`src/rtl/confronto_seriale_lsb.sv`:
```
// Bit-serial unsigned magnitude comparator, LSB first.
// Later differing bits override earlier ones, giving MSB-priority results.
module confronto_seriale_lsb #(
  parameter int N  = 8,
  parameter int CW = 4
) (
  input  logic clk,
  input  logic rst,
  input  logic start,
  input  logic bit_valid,
  input  logic xb,
  input  logic yb,
  output logic busy,
  output logic done,
  output logic gt,
  output logic eq,
  output logic lt
);

  typedef enum logic [1:0] {
    S_IDLE,
    S_RUN,
    S_DONE
  } state_t;

  typedef enum logic [1:0] {
    R_EQ,
    R_GT,
    R_LT
  } rel_t;

  localparam logic [CW-1:0] LAST = CW'(N - 1);

  state_t        state_q, state_d;
  rel_t          rel_q, rel_d, rel_nx;
  logic [CW-1:0] count_q, count_d;
  logic [2:0]    res_q, res_d;
  logic          done_q, done_d;

  // Relation after folding in the current bit pair.
  always_comb begin
    rel_nx = rel_q;
    if (xb && !yb) begin
      rel_nx = R_GT;
    end else if (!xb && yb) begin
      rel_nx = R_LT;
    end
  end

  always_comb begin
    state_d = state_q;
    count_d = count_q;
    rel_d   = rel_q;
    res_d   = res_q;
    done_d  = 1'b0;
    unique case (state_q)
      S_IDLE, S_DONE: begin
        if (start) begin
          state_d = S_RUN;
          count_d = '0;
          rel_d   = R_EQ;
        end
      end
      S_RUN: begin
        if (bit_valid) begin
          rel_d = rel_nx;
          if (count_q == LAST) begin
            state_d = S_DONE;
            done_d  = 1'b1;
            res_d   = {rel_nx == R_GT,
                       rel_nx == R_EQ,
                       rel_nx == R_LT};
          end else begin
            count_d = count_q + 1'b1;
          end
        end
      end
      default: begin
        state_d = S_IDLE;
      end
    endcase
  end

  always_ff @(posedge clk) begin
    if (rst) begin
      state_q <= S_IDLE;
      count_q <= '0;
      rel_q   <= R_EQ;
      res_q   <= '0;
      done_q  <= 1'b0;
    end else begin
      state_q <= state_d;
      count_q <= count_d;
      rel_q   <= rel_d;
      res_q   <= res_d;
      done_q  <= done_d;
    end
  end

  assign busy = (state_q == S_RUN);
  assign done = done_q;
  assign gt   = res_q[2];
  assign eq   = res_q[1];
  assign lt   = res_q[0];

endmodule

```
`config.mk`:
```
export PLATFORM = sky130hd
export DESIGN_NAME = confronto_seriale_lsb
export DESIGN_NICKNAME = d
export VERILOG_FILES = /design/src/rtl/confronto_seriale_lsb.sv
export SDC_FILE = /design/constraint.sdc
export NUM_CORES = 1
export LEC_CHECK = 0
export ABC_AREA = 0
export CORE_UTILIZATION = 40
export CTS_CLUSTER_DIAMETER = 40
export DETAILED_ROUTE_END_ITERATION = 12
export GPL_TIMING_DRIVEN = 0
export HOLD_SLACK_MARGIN = 0.03
export PLACE_DENSITY_LB_ADDON = 0.12
export SLEW_MARGIN = 20
export SYNTH_ARGS = -nofsm -noshare
export SYNTH_HDL_FRONTEND = slang
export SYNTH_SLANG_ARGS = --single-unit
```
`constraint.sdc`:
```
create_clock -name clk -period 4.15 [get_ports clk]
set_input_delay 0.6225 -clock clk [delete_from_list [all_inputs] [get_ports clk]]
set_output_delay 0.6225 -clock clk [all_outputs]
set_load 0.1 [all_outputs]
```
==> results.json <==
{
  "core_um2": 1380,
  "busiest_layer": "met2",
  "synth_flop_cell": "dfxtp_1",
  "grt_util_met1_pct": 19.7,
  "ys_ff_latch": 12,
  "stdcell_area_um2": 781,
  "io_pins": 11,
  "clock_latency_ns": 0.28,
  "cts_tree": "done",
  "cts_sinks": 12,
  "io_buffers": 10,
  "synth_nets": 73,
  "design.die.area_um2": 1730,
  "syn_area_per_cell_um2": 9.48,
  "reg2reg_slack_ns": 2.58,
  "grt_overflow": 0,
  "wire_per_inst_um": 12.8,
  "worstMarginPinSlew_ns": 0.965,
  "die_w_um": 41.5,
  "gp_congestion": 0.671,
  "ctsRootBufferMaster": "clkbuf_4",
  "drt-total-wl_mm": 1.22,
  "place_area_um2": 744,
  "async_flop_share_pct": 0,
  "rsz0062_at_grt": "no",
  "slowest_delay_ns": 1.13,
  "peakVddDrop_v": 0.000175,
  "hp-class": "flop to flop",
  "crit_family": "buffers and inverters",
  "cts_hold_buffers": 0,
  "yosysSeqAreaShare_pct": 38.4,
  "period_share_pct": 69.2,
  "dp_hpwl_um": 865,
  "r2r_start": "count_q[0]",
  "netlist_top_cells_area": "dfxtp_1 38%, a21oi_1 6.4%, nand2b_1 5.0%, buf_6 3.6%, nand3b_1 3.6%",
  "maxSlewViolCount": 0,
  "antenna_found_initial": 0,
  "p_comb_share_pct": 14.8,
  "htree_num_levels": 1,
  "worst_ep_required_time_ns": 3.53,
  "pwr_density_cell_nw_per_um2": 319,
  "yosysWarnings": 0,
  "dr_total_vias": 544,
  "finalHoldViolations": 0,
  "cts_buffers": 3,
  "end_kind": "primary output",
  "synthTopCellsByCount": "12 x dfxtp_1, 8 x a21oi_1, 5 x nand2b_1",
  "cts-resized-gates": 0,
  "drt-initial-drc-count": 6,
  "drc": 0,
  "yosysTopAreaCell": "dfxtp_1",
  "synth_area_um2": 626,
  "critPathBufInv": 2,
  "reg2reg_depth": 5,
  "diodes": 0,
  "p_switching_mw": 0.0625,
  "grtUsageTotal_pct": 16.8,
  "grt_pass1_vias": 543,
  "crit_cells": 3,
  "postRouteAntennaNets": 0,
  "power_frac_seq_pct": 47.7,
  "met3_usage_pct": 7.83,
  "drive_gt1_share_pct": 16.3,
  "finClkSkew_ns": 0.0118,
  "p_leak_nw": 0.270,
  "max_freq_mhz": 348,
  "slew_headroom_pct": 35.4,
  "cp_max_fo": 10,
  "cpMaxStageDelayCell": "clkdlybuf4s50_1",
  "synth_edf_count": 0,
  "yosysMostFrequentCell": "dfxtp_1",
  "grt_pass1_wl_mm": 2.24,
  "worstSetupPathType": "flop to primary output",
  "cap_violations": 0,
  "die_y_um": 41.5,
  "holdPathStages": 2,
  "worst_ep_arrival_time_ns": 2.25,
  "swShare_pct": 25.1,
  "area_growth_pct": 24.8,
  "synth_top_area_share_pct": 38.4,
  "postCtsSetupBuffers": 0,
  "start_kind": "flop",
  "dr.pass1.iters": 4,
  "min_from": "count_q[3]",
  "grt_use_met2_pct": 27.8,
  "cts_max_path_buffers": 2,
  "grt_max_degree": 11,
  "std_cell_rows": 13,
  "r2r_end": "count_q[3]",
  "p_clk_share_pct": 37.5,
  "intPower_mw": 0.187,
  "routed_via_density": 5.73,
  "post-route-min-period_ns": 2.87,
  "clk_pin_slew_worst_paths_ns": 0.08,
  "holdPathEnd": "count_q[3]",
  "setup_viol": 0,
  "final_nets": 88,
  "setup_tns_ns": 0,
  "cp_cell_sequence": "nor2b_1, buf_6, clkdlybuf4s50_1",
  "syn_inst": 66,
  "start_util_pct": 45.2,
  "status": "complete, no violations",
  "ys_types": 31
}
[worst max-delay path by stage]
stage | endpoint | from | slack (ns)
finish | busy | state_q[0] | 1.28
global route | busy | state_q[0] | 1.20
CTS | busy | state_q[0] | 1.26
detailed placement | busy | state_q[0] | 1.58
global placement | busy | state_q[0] | 1.56
floorplan | gt | res_q[2] | 2.60
[power by group through the flow]
stage | registers, mW | clock network [mW] | logic (mW)
4_1_cts | 0.119 | 0.0972 | 0.0370
6_report | 0.119 | 0.0934 | 0.0368
3_3_place_gp | 0.121 | 0 | 0.0366
2_1_floorplan | 0.121 | 0 | 0.0254
5_1_grt | 0.119 | 0.103 | 0.0396
3_5_place_dp | 0.121 | 0 | 0.0369
[tightest hold or removal path, cell delays in order (launching register included)]
cell and delay, ns:
dfxtp_1 0.34, nand3_1 0.07, a31oi_1 0.06
[kinds of logic (layout without fill, tap and decap cells)]
kind of cell	count (synthesis)	count (layout)	share of synthesized area, %
xor+xnor	1	1	1.40
fa+ha+maj	1	1	2.00
simple gates	26	26	28.4
buf+inv	5	19	7.20
compound gates	21	21	22.6
flops	12	12	38.4
[flip-flops by register name (all words and copies together) (netlist names)]
signal and cells:
res_q 3, rel_q 2, done 1, count_q 4, state_q 2
[layout make-up]
type | instances | area [um^2]
fill | 139 | 602
multi-input combinational | 49 | 340
sequential | 12 | 240
timing repair buffer | 10 | 100
buffer | 5 | 45.0
clock buffer | 4 | 36.3
tap | 15 | 18.8
[layer usage]
layer,up-vias,routed length [um],part of all wire (%)
li1,275,-,-
met1,255,569,47
met2,12,577,47
met3,2,58,4.8
met4,0,9,0.74
met5,-,0,0
[stage by stage]
step | hold WS [ns] | setup slack [ns] | util [%] | std cells | power, mW
2_1_floorplan | 0.474 | 2.60 | - | 66 | 0.146
3_3_place_gp | 0.491 | 1.56 | 53.8 | 91 | 0.158
3_5_place_dp | 0.505 | 1.58 | 53.8 | 91 | 0.158
4_1_cts | 0.515 | 1.26 | 56.5 | 95 | 0.253
5_1_grt | 0.549 | 1.20 | 56.5 | 95 | 0.262
6_report | 0.513 | 1.28 | 56.5 | 95 | 0.249
[cells in the final DEF (no fill, tap or decap), types with 2 or more instances in the layout]
| master | synthesis | layout |
|---|---|---|
| a21oi_1 | 8 | 8 |
| o211ai_1 | 3 | 3 |
| nand3_1 | 3 | 3 |
| nand2b_1 | 5 | 5 |
| nor2_1 | 2 | 2 |
| a22oi_1 | 2 | 2 |
| and3b_1 | 2 | 2 |
| a311oi_1 | 2 | 2 |
| clkdlybuf4s50_1 | 0 | 10 |
| clkbuf_4 | 0 | 3 |
| dfxtp_1 | 12 | 12 |
| nand3b_1 | 3 | 3 |
| o32ai_1 | 2 | 2 |
| nor2b_1 | 2 | 2 |
| clkbuf_8 | 1 | 2 |
| buf_6 | 2 | 2 |
Note: power is estimated with default switching activity, not from simulation.
